**src/rtl/vend_pkg.sv**
```systemverilog
// Shared state codes and width helpers for the vending engine.
package vend_pkg;

  typedef logic [1:0] state_t;

  localparam state_t ST_IDLE     = 2'd0;
  localparam state_t ST_ACCUM    = 2'd1;
  localparam state_t ST_DISPENSE = 2'd2;
  localparam state_t ST_CHANGE   = 2'd3;

  // Index width never collapses to zero, so a single-product build still has a port.
  function automatic int unsigned idx_w(input int unsigned n);
    return (n > 1) ? $clog2(n) : 1;
  endfunction

  function automatic int unsigned tot_w(input int unsigned w);
    return w + 1;
  endfunction

endpackage

```
**src/rtl/vend_price_table.sv**
```systemverilog
// Per-product price registers: one synchronous write port, one asynchronous read port.
module vend_price_table
  import vend_pkg::*;
#(
  parameter  int unsigned WIDTH         = 8,
  parameter  int unsigned N_ITEMS       = 4,
  parameter  int unsigned DEFAULT_PRICE = 100,
  localparam int unsigned IDX_W         = idx_w(N_ITEMS)
) (
  input  logic             clk,
  input  logic             rst,
  input  logic             we,
  input  logic [IDX_W-1:0] wr_idx,
  input  logic [WIDTH-1:0] wr_data,
  input  logic [IDX_W-1:0] rd_idx,
  output logic [WIDTH-1:0] rd_data
);

  logic [WIDTH-1:0] price_q [N_ITEMS];
  logic [WIDTH-1:0] price_d [N_ITEMS];
  logic [31:0]      wr_idx_ext;
  logic [31:0]      rd_idx_ext;

  always_comb begin
    wr_idx_ext = {{(32-IDX_W){1'b0}}, wr_idx};
    rd_idx_ext = {{(32-IDX_W){1'b0}}, rd_idx};
    price_d    = price_q;
    if (we && (wr_idx_ext < N_ITEMS)) begin
      price_d[wr_idx] = wr_data;
    end
  end

  // Out-of-range selections see the highest possible price so they can never dispense for free.
  always_comb begin
    rd_data = '1;
    if (rd_idx_ext < N_ITEMS) begin
      rd_data = price_q[rd_idx];
    end
  end

  always_ff @(posedge clk or posedge rst) begin
    if (rst) begin
      for (int unsigned i = 0; i < N_ITEMS; i++) begin
        price_q[i] <= WIDTH'(DEFAULT_PRICE);
      end
    end else begin
      price_q <= price_d;
    end
  end

endmodule

```
**src/rtl/vend_engine.sv**
```systemverilog
// Vending controller: accumulates credit, validates selections, dispenses and pays change in bounded beats.
module vend_engine
  import vend_pkg::*;
#(
  parameter  int unsigned WIDTH         = 8,
  parameter  int unsigned N_ITEMS       = 4,
  parameter  int unsigned CHG_UNIT      = 25,
  parameter  int unsigned DEFAULT_PRICE = 100,
  localparam int unsigned IDX_W         = idx_w(N_ITEMS),
  localparam int unsigned TOT_W         = tot_w(WIDTH)
) (
  input  logic             clk,
  input  logic             rst,
  input  logic             coin_valid,
  input  logic [WIDTH-1:0] coin_val,
  output logic             coin_ready,
  input  logic             sel_valid,
  input  logic [IDX_W-1:0] sel_idx,
  output logic             sel_err,
  input  logic             cancel,
  input  logic             price_we,
  input  logic [IDX_W-1:0] price_idx,
  input  logic [WIDTH-1:0] price_data,
  output logic             disp_valid,
  output logic [IDX_W-1:0] disp_idx,
  input  logic             disp_ready,
  output logic             chg_valid,
  output logic [WIDTH-1:0] chg_amt,
  input  logic             chg_ready,
  output logic [TOT_W-1:0] tot,
  output logic             busy
);

  localparam int unsigned      EXT_W   = TOT_W + 1;
  localparam logic [EXT_W-1:0] TOT_MAX = {1'b0, {TOT_W{1'b1}}};
  localparam logic [WIDTH-1:0] CHG_W   = WIDTH'(CHG_UNIT);

  state_t           state_q, state_d;
  logic [TOT_W-1:0] tot_q, tot_d;
  logic [IDX_W-1:0] disp_idx_q, disp_idx_d;
  logic             sel_err_q, sel_err_d;

  logic [WIDTH-1:0] sel_price;
  logic             coin_acc;
  logic             sel_ok;
  logic [EXT_W-1:0] tot_ext, coin_ext, sum_ext, net_ext;
  logic [WIDTH-1:0] chg_beat;

  function automatic logic [TOT_W-1:0] sat(input logic [EXT_W-1:0] x);
    return (x > TOT_MAX) ? '1 : x[TOT_W-1:0];
  endfunction

  vend_price_table #(
    .WIDTH         (WIDTH),
    .N_ITEMS       (N_ITEMS),
    .DEFAULT_PRICE (DEFAULT_PRICE)
  ) u_prices (
    .clk     (clk),
    .rst     (rst),
    .we      (price_we),
    .wr_idx  (price_idx),
    .wr_data (price_data),
    .rd_idx  (sel_idx),
    .rd_data (sel_price)
  );

  assign coin_ready = (state_q == ST_IDLE) || (state_q == ST_ACCUM);
  assign busy       = (state_q == ST_DISPENSE) || (state_q == ST_CHANGE);
  assign disp_valid = (state_q == ST_DISPENSE);
  assign chg_valid  = (state_q == ST_CHANGE);
  assign chg_amt    = chg_valid ? chg_beat : '0;
  assign disp_idx   = disp_idx_q;
  assign sel_err    = sel_err_q;
  assign tot        = tot_q;

  always_comb begin
    coin_acc = coin_valid && coin_ready;
    tot_ext  = {1'b0, tot_q};
    coin_ext = coin_acc ? {{(EXT_W-WIDTH){1'b0}}, coin_val} : '0;
    sum_ext  = tot_ext + coin_ext;
    // Selection is judged on the registered credit, before this cycle's coin lands.
    sel_ok   = tot_ext >= {{(EXT_W-WIDTH){1'b0}}, sel_price};
    net_ext  = sum_ext - {{(EXT_W-WIDTH){1'b0}}, sel_price};
    chg_beat = (tot_q < {1'b0, CHG_W}) ? tot_q[WIDTH-1:0] : CHG_W;

    state_d    = state_q;
    tot_d      = tot_q;
    disp_idx_d = disp_idx_q;
    sel_err_d  = 1'b0;

    case (state_q)
      ST_IDLE: begin
        if (coin_acc) begin
          tot_d   = sat(sum_ext);
          state_d = ST_ACCUM;
        end
      end
      ST_ACCUM: begin
        if (cancel) begin
          tot_d   = sat(sum_ext);
          state_d = (sum_ext != '0) ? ST_CHANGE : ST_IDLE;
        end else if (sel_valid && sel_ok) begin
          tot_d      = sat(net_ext);
          disp_idx_d = sel_idx;
          state_d    = ST_DISPENSE;
        end else begin
          tot_d     = sat(sum_ext);
          sel_err_d = sel_valid;
        end
      end
      ST_DISPENSE: begin
        if (disp_ready) begin
          state_d = (tot_q != '0) ? ST_CHANGE : ST_IDLE;
        end
      end
      ST_CHANGE: begin
        if (chg_ready) begin
          tot_d = tot_q - {1'b0, chg_beat};
          if (tot_d == '0) begin
            state_d = ST_IDLE;
          end
        end
      end
      default: state_d = ST_IDLE;
    endcase
  end

  always_ff @(posedge clk or posedge rst) begin
    if (rst) begin
      state_q    <= ST_IDLE;
      tot_q      <= '0;
      disp_idx_q <= '0;
      sel_err_q  <= 1'b0;
    end else begin
      state_q    <= state_d;
      tot_q      <= tot_d;
      disp_idx_q <= disp_idx_d;
      sel_err_q  <= sel_err_d;
    end
  end

endmodule

```
**config.mk**
```make
export PLATFORM = sky130hd
export DESIGN_NAME = vend_engine
export DESIGN_NICKNAME = d
export VERILOG_FILES = /design/src/rtl/vend_pkg.sv /design/src/rtl/vend_price_table.sv /design/src/rtl/vend_engine.sv
export SDC_FILE = /design/constraint.sdc
export NUM_CORES = 1
export LEC_CHECK = 0
export BUFFER_PORTS_ARGS = -buffer_cell sky130_fd_sc_hd__buf_2
export CAP_MARGIN = 40
export CORE_MARGIN = 2
export CORE_UTILIZATION = 50
export CTS_BUF_LIST = sky130_fd_sc_hd__clkbuf_8
export DETAILED_ROUTE_END_ITERATION = 10
export MAX_ROUTING_LAYER = met4
export PLACE_DENSITY = 0.75
export SYNTH_ARGS = -nofsm -noshare
export SYNTH_HDL_FRONTEND = slang
export SYNTH_SLANG_ARGS = --single-unit
```
**constraint.sdc**
```tcl
create_clock -name clk -period 5.25 [get_ports clk]
set_input_delay 0.525 -clock clk [delete_from_list [all_inputs] [get_ports clk]]
set_output_delay 0.525 -clock clk [all_outputs]
set_load 0.01 [all_outputs]
```
==> flow_summary.toml <==
[setup_path]
cp_data_arrival_time_ns = 4.80
crit_fanout = 14
critPathRequiredTime_ns = 5.43
r2r-start = "state_q[1]"
setup.worst_path.start_class = "register"
regToRegEndpoint = "tot[6]"
r2r_slack_ns = 0.63
crit_type = "reg2reg"
end_kind = "register"
reg2regPathDepth = 15

[logic_synthesis]
synth_area_per_cell_um2 = 9.733
synthArstFlopShare_pct = 100.0
yosysMostFrequentCell = "mux2_2"
syn_area_um2 = 3825
synthFlopType = "dfrtp_1"
synth_top_cell_by_area = "dfrtp_1"
synth_edf_count = 0
synth_seq_cells = 46
syn_inst = 393
yosysWarnings = 0
yosys.area.top_type_share_pct = 22.24
synth_area_leaders = "dfrtp_1 22%, mux2_2 10%, dfstp_2 8.2%, ha_1 8.2%, mux4_1 4.1%"
yosysUniqueCellTypes = 73
seq_area_frac_synth_pct = 30.49
netlist_top_cells_count = "35 x mux2_2, 34 x dfrtp_1, 30 x o21ai_0"

[clock_network]
cts_tree = "done"
postCtsSetupRepairBufs = 0
clk_pin_slew_ns = 0.09
cts_resized = 0
cts_root_buf = "clkbuf_8"
h-tree-depth = 2
cts_buffers = 5
clockBufferDepth = 2
cts.sinks = 46
insertion_delay_ns = 0.30
holdBufCountCts = 0

[run]
maxCapViolCount = 0

[timing]
slew_headroom_pct = 44.62
rsz0062_at_grt = "false"
finalSetupTns_ns = 0
fin_ws_ns = 0.6302
worst_pin_slew_ns = 0.8230
fmax_mhz = 216.5
hold_viol = 0
finalSetupViolCount = 0
final_max_slew_viol_count = 0
finalClockSkew_ns = 0.007056
period_needed_ns = 4.620
period_share_pct = 88.00

[die]
die_h_um = 91.47
die_area_um2 = 8366
die_w_um = 91.47
core_um2 = 7331
start_util_pct = 52.18
io_pins = 52
rows = 31

[detailed_routing]
drtIter0Drc = 197
routed_wirelength_um = 9410
ant_nets = 0
drt-wirelength-per-cell_um = 17.59
first_pass_iters = 5
vias = 3291
drc = 0
routed_via_density = 6.151

[finish]
regArea_um2 = 1166
area_growth_pct = 9.977
drive_gt1_share_pct = 28.67
antennaDiodeCount = 0
nets = 490
nFillCells = 669
multi_input_area_um2 = 2476

[placed_design]
placement.io_buffers = 48
dp_slack_ns = 0.6669
hpwl_um = 7098
place_congestion = 0.9426

[global_route]
overflow = 0
grt_max_degree = 47
grt_pass1_vias = 3275
grt_pass1_wl_um = 15670
antenna_found_initial = 0
grt_usage_pct = 23.71

[outcome]
status = "completed"

[hold_path]
hp-class = "in2async"

[power_and_ir_drop]
p_leak_nw = 1.873
max-vdd-ir-drop_v = 0.0002537
p_per_area_nw_per_um2 = 611.6
[power breakdown]
| group | internal, W | total, W | switching, W |
|---|---|---|---|
| Sequential | 0.000466 | 0.000634 | 0.000169 |
| Clock | 0.000107 | 0.000230 | 0.000123 |
| Combinational | 0.000720 | 0.00171 | 0.000988 |
| Total | 0.00129 | 0.00257 | 0.00128 |
[critical path, stage by stage, from the launching register on]
cell	delay (ns)
dfrtp_1	0.60
nor2b_1	0.25
and2_1	0.23
ha_1	0.20
fa_1	0.40
a21o_2	0.25
a21oi_1	0.28
xnor2_1	0.27
ha_1	0.32
nand2_1	0.07
a21oi_1	0.05
o21ai_0	0.38
a31oi_4	0.17
or3_1	0.49
a2111oi_2	0.40
o31ai_1	0.13
[sequential cells by signal (all words and copies together) (netlist names)]
| signal | cells |
|---|---|
| u_prices.price_q | 32 |
| disp_idx | 2 |
| state_q | 2 |
| sel_err | 1 |
| tot | 9 |
[layout by cell type (no fill, tap or decap), types with 12 or more instances in the layout]
| master | instances |
|---|---|
| buf_2 | 48 |
| mux2_2 | 35 |
| dfrtp_1 | 34 |
| o21ai_0 | 30 |
| nand2_1 | 25 |
| nor2_1 | 25 |
| ha_1 | 25 |
| a21oi_1 | 21 |
| inv_1 | 17 |
| dfstp_2 | 12 |
[metal layers]
metal / global-route usage, % / vias up / part of all wire [%] / wire length (µm)
met2: 38.73 / 134 / 47 / 4378
li1: - / 1558 / - / -
met5: - / - / 0 / 0
met3: 3.071 / 31 / 5.7 / 533
met4: 10.35 / 0 / 3.4 / 320
met1: 29.50 / 1568 / 44 / 4178
[how the worst max path moves through the flow]
stage               startpoint      to  slack (ns)  depth (start not counted)
global placement    coin_valid  tot[6]        0.79                         16
detailed placement  coin_valid  tot[6]        0.67                         16
floorplan           state_q[1]  tot[6]        1.05                         17
CTS                 state_q[1]  tot[6]        0.70                         15
finish              state_q[1]  tot[6]        0.63                         15
global route        state_q[1]  tot[6]        0.36                         15
[cell families after synthesis]
logic type / count (synthesis) / share of synthesized area (%)
muxes: 44 / 15.54
AOI/OAI and AO/OA: 118 / 21.49
adders and majority gates: 27 / 9.225
xor gates and xnor gates: 15 / 4.351
other: 1 / 0.09804
buffers and inverters: 38 / 4.972
and+or+nand+nor: 104 / 13.84
DFF: 46 / 30.49
[area by class of cell]
type                    count  share of cell area, %
inverters                  18                  1.606
repair buffers             53                  6.603
clock inverters             2                 0.2974
well taps                  99                  2.945
multi-input cells         311                  58.86
clock buffers               6                  1.963
flip-flops and latches     46                  27.72
[through the flow]
stage	total power, W	instance area [µm²]	hold slack (ns)	instances	util [%]
2_1_floorplan	0.001890	3832	0.4704	395	-
4_1_cts	0.002558	4207	0.3678	535	57.38
6_report	0.002573	4207	0.3476	535	57.38
3_3_place_gp	0.002272	4104	0.4787	526	55.98
3_5_place_dp	0.002320	4111	0.4876	527	56.08
5_1_grt	0.002789	4207	0.4043	535	57.38
Note: power is estimated with default switching activity, not from simulation.
